$ cat src/rtl/enc_input_cond.sv
// Encoder input conditioning: synchronizes and glitch-filters the A/Z channels, counts
// pulses per revolution, and aligns the DAQ arm level to the selected index.
module enc_input_cond #(
    parameter int unsigned FILT_LEN = 1,
    parameter int unsigned CNT_W    = 32
) (
    input  logic             ENC_CLK,
    input  logic             I_RST,
    input  logic             I_A0,
    input  logic             I_A1,
    input  logic             I_Z0,
    input  logic             I_Z1,
    input  logic             I_ARM,
    input  logic             I_SEL,
    output logic             O_A0,
    output logic             O_A1,
    output logic             O_Z0,
    output logic             O_Z1,
    output logic             O_ARM,
    output logic             O_SEL,
    output logic [CNT_W-1:0] O_PPR_0,
    output logic [CNT_W-1:0] O_PPR_1,
    output logic             O_PPR_VALID_0,
    output logic             O_PPR_VALID_1,
    output logic             O_PPR_OVF_0,
    output logic             O_PPR_OVF_1
);

    localparam logic [3:0]       FiltMax = 4'(FILT_LEN - 1);
    localparam logic [CNT_W-1:0] CntMax  = '1;

    typedef enum logic [1:0] {
        StIdle,
        StWaitOn,
        StArmed,
        StWaitOff
    } arm_state_e;

    // Bit order: {SEL, ARM, Z1, Z0, A1, A0}; the filtered channels use bits [3:0].
    logic [5:0] sync1_q;
    logic [5:0] sync2_q;

    logic [3:0] lvl_q;
    logic [3:0] lvl_d;
    logic [3:0] lvl_prev_q;
    logic [3:0] pulse_q;
    logic [3:0] fcnt_q [4];
    logic [3:0] fcnt_d [4];

    logic [CNT_W-1:0] cnt_q   [2];
    logic [CNT_W-1:0] cnt_inc [2];
    logic [CNT_W-1:0] ppr_q   [2];
    logic [1:0]       cnt_full;
    logic [1:0]       sat_q;
    logic [1:0]       ppr_valid_q;
    logic [1:0]       ppr_ovf_q;

    arm_state_e state_q;
    arm_state_e state_d;
    logic       sel_q;
    logic       sel_d;
    logic       arm_q;
    logic       arm_d;
    logic       arm_sync;
    logic       sel_sync;
    logic       zsel;

    // ------------------------------------------------------------------
    // Synchronizers, glitch filters and edge detection
    // ------------------------------------------------------------------
    always_ff @(posedge ENC_CLK or posedge I_RST) begin
        if (I_RST) begin
            sync1_q    <= '0;
            sync2_q    <= '0;
            lvl_q      <= '0;
            lvl_prev_q <= '0;
            pulse_q    <= '0;
            for (int i = 0; i < 4; i++) begin
                fcnt_q[i] <= '0;
            end
        end else begin
            sync1_q    <= {I_SEL, I_ARM, I_Z1, I_Z0, I_A1, I_A0};
            sync2_q    <= sync1_q;
            lvl_q      <= lvl_d;
            lvl_prev_q <= lvl_q;
            pulse_q    <= lvl_q & ~lvl_prev_q;
            for (int i = 0; i < 4; i++) begin
                fcnt_q[i] <= fcnt_d[i];
            end
        end
    end

    // Level flips once the synchronized input has disagreed for FILT_LEN straight cycles.
    always_comb begin
        lvl_d = lvl_q;
        for (int i = 0; i < 4; i++) begin
            fcnt_d[i] = 4'd0;
            if (sync2_q[i] != lvl_q[i]) begin
                if (fcnt_q[i] == FiltMax) begin
                    lvl_d[i] = sync2_q[i];
                end else begin
                    fcnt_d[i] = fcnt_q[i] + 4'd1;
                end
            end
        end
    end

    // ------------------------------------------------------------------
    // Per-revolution pulse counters (channel n: A = pulse_q[n], Z = pulse_q[n+2])
    // ------------------------------------------------------------------
    always_comb begin
        for (int n = 0; n < 2; n++) begin
            cnt_full[n] = (cnt_q[n] == CntMax);
            cnt_inc[n]  = cnt_full[n] ? cnt_q[n] : cnt_q[n] + CNT_W'(1);
        end
    end

    always_ff @(posedge ENC_CLK or posedge I_RST) begin
        if (I_RST) begin
            sat_q       <= '0;
            ppr_valid_q <= '0;
            ppr_ovf_q   <= '0;
            for (int n = 0; n < 2; n++) begin
                cnt_q[n] <= '0;
                ppr_q[n] <= '0;
            end
        end else begin
            for (int n = 0; n < 2; n++) begin
                ppr_valid_q[n] <= pulse_q[n+2];
                if (pulse_q[n+2]) begin
                    // An A pulse coincident with the index still belongs to this revolution.
                    ppr_q[n]     <= pulse_q[n] ? cnt_inc[n] : cnt_q[n];
                    ppr_ovf_q[n] <= sat_q[n] | (pulse_q[n] & cnt_full[n]);
                    cnt_q[n]     <= '0;
                    sat_q[n]     <= 1'b0;
                end else if (pulse_q[n]) begin
                    cnt_q[n] <= cnt_inc[n];
                    sat_q[n] <= sat_q[n] | cnt_full[n];
                end
            end
        end
    end

    // ------------------------------------------------------------------
    // Index-aligned arm FSM
    // ------------------------------------------------------------------
    assign arm_sync = sync2_q[4];
    assign sel_sync = sync2_q[5];
    assign zsel     = sel_q ? pulse_q[3] : pulse_q[2];

    always_comb begin
        state_d = state_q;
        sel_d   = sel_q;
        case (state_q)
            StIdle: begin
                if (arm_sync) begin
                    state_d = StWaitOn;
                    sel_d   = sel_sync;
                end
            end
            StWaitOn: begin
                if (!arm_sync) begin
                    state_d = StIdle;
                end else if (zsel) begin
                    state_d = StArmed;
                end
            end
            StArmed: begin
                if (!arm_sync) begin
                    state_d = StWaitOff;
                end
            end
            StWaitOff: begin
                if (arm_sync) begin
                    state_d = StArmed;
                end else if (zsel) begin
                    state_d = StIdle;
                end
            end
            default: state_d = StIdle;
        endcase
        arm_d = (state_d == StArmed) || (state_d == StWaitOff);
    end

    always_ff @(posedge ENC_CLK or posedge I_RST) begin
        if (I_RST) begin
            state_q <= StIdle;
            sel_q   <= 1'b0;
            arm_q   <= 1'b0;
        end else begin
            state_q <= state_d;
            sel_q   <= sel_d;
            arm_q   <= arm_d;
        end
    end

    // ------------------------------------------------------------------
    // Outputs
    // ------------------------------------------------------------------
    assign O_A0          = pulse_q[0];
    assign O_A1          = pulse_q[1];
    assign O_Z0          = pulse_q[2];
    assign O_Z1          = pulse_q[3];
    assign O_ARM         = arm_q;
    assign O_SEL         = sel_q;
    assign O_PPR_0       = ppr_q[0];
    assign O_PPR_1       = ppr_q[1];
    assign O_PPR_VALID_0 = ppr_valid_q[0];
    assign O_PPR_VALID_1 = ppr_valid_q[1];
    assign O_PPR_OVF_0   = ppr_ovf_q[0];
    assign O_PPR_OVF_1   = ppr_ovf_q[1];

endmodule

$ cat config.mk
export PLATFORM = sky130hd
export DESIGN_NAME = enc_input_cond
export DESIGN_NICKNAME = d
export VERILOG_FILES = /design/src/rtl/enc_input_cond.sv
export SDC_FILE = /design/constraint.sdc
export NUM_CORES = 1
export LEC_CHECK = 0
export BUFFER_PORTS_ARGS = -buffer_cell sky130_fd_sc_hd__buf_2
export CORE_MARGIN = 10
export CORE_UTILIZATION = 35
export DETAILED_ROUTE_END_ITERATION = 10
export GPL_TIMING_DRIVEN = 0
export SLEW_MARGIN = 20
export SYNTH_ARGS = -nofsm -noshare
export SYNTH_HDL_FRONTEND = slang
export SYNTH_SLANG_ARGS = --single-unit
$ cat constraint.sdc
create_clock -name ENC_CLK -period 8.7 [get_ports ENC_CLK]
set_clock_uncertainty 0.05 [all_clocks]
set_input_delay 1.74 -clock ENC_CLK [delete_from_list [all_inputs] [get_ports ENC_CLK]]
set_output_delay 1.74 -clock ENC_CLK [all_outputs]
set_load 0.01 [all_outputs]
==> reports/results.txt <==
pwr dens: 203 mW/mm^2
pre-CTS WS: 6170 ps
number of global-route vias before repair: 5,941
chip height: 170 microns
initial antenna violation count: 0
Top FF cell, synth: dfrtp_1
Post-Route WL: 18,500 microns
VDD IR max: 127 uV
FMAX: 335 MHz
Clock transition at path regs: 70 ps
share of cells above drive strength 1: 17.5%
YS warnings: 0
Worst-Margin Slew: 708 ps
Post-synth EDFFs: 0
synthesized area: 0.00784 sq mm
Reg area: 0.00443 sq mm
CTS tree: built
Largest delay share family, worst path: flip-flops
Final Hold Viols: 0
Initial Util: 35.7%
global route total overflow: 0
Syn Nets: 772
RSZ-0062 raised after global routing: no
vias per cell: 5.21
post-CTS sizing: 0
Util after Layout: 42.2%
CTS Hold Bufs: 0
Non-Filler Instances: 1,148
largest net degree at the start of global routing: 71
Post-DP Area: 0.00866 sq mm
DRC Markers: 0
multi-input logic area: 0.00318 sq mm
required time worst endpoint: 6910 ps
leading area contributor after synthesis: dfrtp_1
Crit Path Category: register to output port
Synth Area per Inst: 10.4 sq um
# port buffers: 81
row cnt: 54
MaxCap Viol Count: 0
Final Wtd Congestion: 0.847
Boundary Pins: 82
Final Instance Area: 0.00926 sq mm
ys async rst share: 100%
Cell variety after synth: 50
final worst slack: 5720 ps
CTS Buf Count: 17
TritonRoute pass-1 iters: 5
Clock Tree Buf Depth: 2
CTS Root Cell: clkbuf_16
fin. max-slew vios: 0
Sink Count: 177
outcome: finished, final reports clean
routed len/inst: 16.1 microns
worst hold path type: register to register
post-route ant nets: 0
Worst slew margin: 52.1%
Worst Path Buf+Inv: 1
DRT iter0 DRCs: 341
sequential element share of the synthesized area: 56.5%
top cells by area, synth: dfrtp_1, nor2_1, a21oi_1, a31oi_1, xnor2_1
Max FO, Critical Path: 5
Final Setup Violations: 0
CP max-delay cell: dfrtp_1
total power: 1.88 mW
Die Wd: 170 microns
Pleak: 4.00 nW
Final Critical Period: 2980 ps
Layout fillers: 2,095
Yosys reg bits: 177
Skew-Pair Late Insertion Delay: 430 ps
H-tree depth: 4
placed insts: 1,117
Ant. Diodes: 0
HPWL after DPL: 13,600 microns
period utilisation layout: 34.3%
fin nets: 874
Worst path max stage delay: 560 ps
area grow syn2layout: 18.1%
Yosys top cell area share: 56.5%
die area: 0.0288 sq mm
WP data arrival: 1190 ps
Core Box Area: 0.0220 sq mm
Syn Inst Count: 754
first-pass GRT wire length: 30,800 microns
Critical Path, Cell by Cell: buf_2
vias post-DR: 5,980
Post-CTS Setup Inserts: 0
Setup crit start kind: register
Overall Global Routing Usage: 13.3%
critical path capture point type: output port
cells in the mapped netlist (8+ instances only):
master and count:
o21ai_0 31, o31ai_1 8, clkbuf_1 25, nand2_1 26
mux2_2 10, or4_1 10, buf_2 10, dfrtp_1 177
nand4_1 22, and3_1 12, a21oi_1 69, nor4_1 8
a31oi_1 42, or3_1 31, nor2b_1 9, inv_1 19
nor2_1 98, nor3_1 11, nand3_1 30, ha_1 10
xnor2_1 23, and4_1 11
state kept, by name, indices dropped and copies added, names as in the netlist, 2 cells and up:
| register | flops |
|---|---|
| O_PPR_0 | 32 |
| O_PPR_1 | 32 |
| cnt_q | 64 |
| fcnt_q | 16 |
| lvl_prev_q | 4 |
| lvl_q | 4 |
| ppr_ovf_q | 2 |
| ppr_valid_q | 2 |
| pulse_q | 4 |
| sat_q | 2 |
| sync1_q | 6 |
| sync2_q | 6 |
through the flow:
stage,setup TNS [ps],hold slack [ps]
3_3_place_gp,-21080,282
6_report,0,298
2_1_floorplan,0,281
5_1_grt,0,308
3_5_place_dp,0,285
4_1_cts,0,300
power breakdown:
part	switching, mW	internal, mW	total [mW]
combinational	0.110	0.0700	0.180
sequential	0.0356	0.877	0.913
clock	0.326	0.460	0.786
placed cells by master, fill, tap and decap left out, types with 4 or more instances in the layout:
| cell | instances |
|---|---|
| o21ai_0 | 31 |
| or4_1 | 10 |
| mux2i_1 | 4 |
| nand2_1 | 26 |
| nor2_1 | 98 |
| a31oi_1 | 42 |
| and2_1 | 7 |
| clkbuf_16 | 17 |
| dfrtp_1 | 177 |
| ha_1 | 10 |
| buf_2 | 91 |
| nand2b_1 | 7 |
| nand3_1 | 30 |
| or3_1 | 31 |
| a21oi_1 | 69 |
| clkbuf_1 | 26 |
| nor4_1 | 8 |
| mux2_2 | 10 |
| nor3_1 | 11 |
| inv_1 | 18 |
| xor2_1 | 6 |
| xnor2_1 | 23 |
| and3_1 | 12 |
| o31ai_1 | 8 |
| nor2b_1 | 9 |
| and4_1 | 11 |
| nand4_1 | 22 |
routing by layer:
metal	vias up	share of wire, %	global-route usage, %
li1	2941	-	-
met4	0	1.9	5.27
met5	-	0	0
met2	112	44	19.6
met3	25	4.5	3.12
met1	2902	50	18.4
final cells by class:
type	count	area share, %
Inverter	19	0.851
Sequential cell	177	47.8
Multi-Input combinational cell	521	34.4
Clock buffer	19	4.78
Clock inverter	12	1.70
Timing Repair Buffer	83	4.97
Buffer	37	1.72
Tap cell	280	3.78
worst paths after layout:
check | from | endpoint | slack [ps] | depth (start not counted)
worst max-delay path | pulse_q[3] | O_Z1 | 5720 | 1
worst min-delay path | sync1_q[1] | sync2_q[1] | 300 | 0
worst max register to register | cnt_q[0] | O_PPR_1[23] | 6190 | 7
worst min register to register | sync1_q[1] | sync2_q[1] | 300 | 0
max in group asynchronous | I_RST | cnt_q[10] | 6670 | 3
min in group asynchronous | I_RST | fcnt_q[7] | 1250 | 2
kinds of logic after synthesis:
group / after synthesis / synth area share, %
muxes: 14 / 1.95
buffers and inverters: 56 / 2.94
AOI/OAI and AO/OA: 166 / 12.6
xor gates and xnor gates: 29 / 3.24
and+or+nand+nor: 302 / 21.2
DFF: 177 / 56.5
adders and majority gates: 10 / 1.60
(Power assumes the default switching activity.)
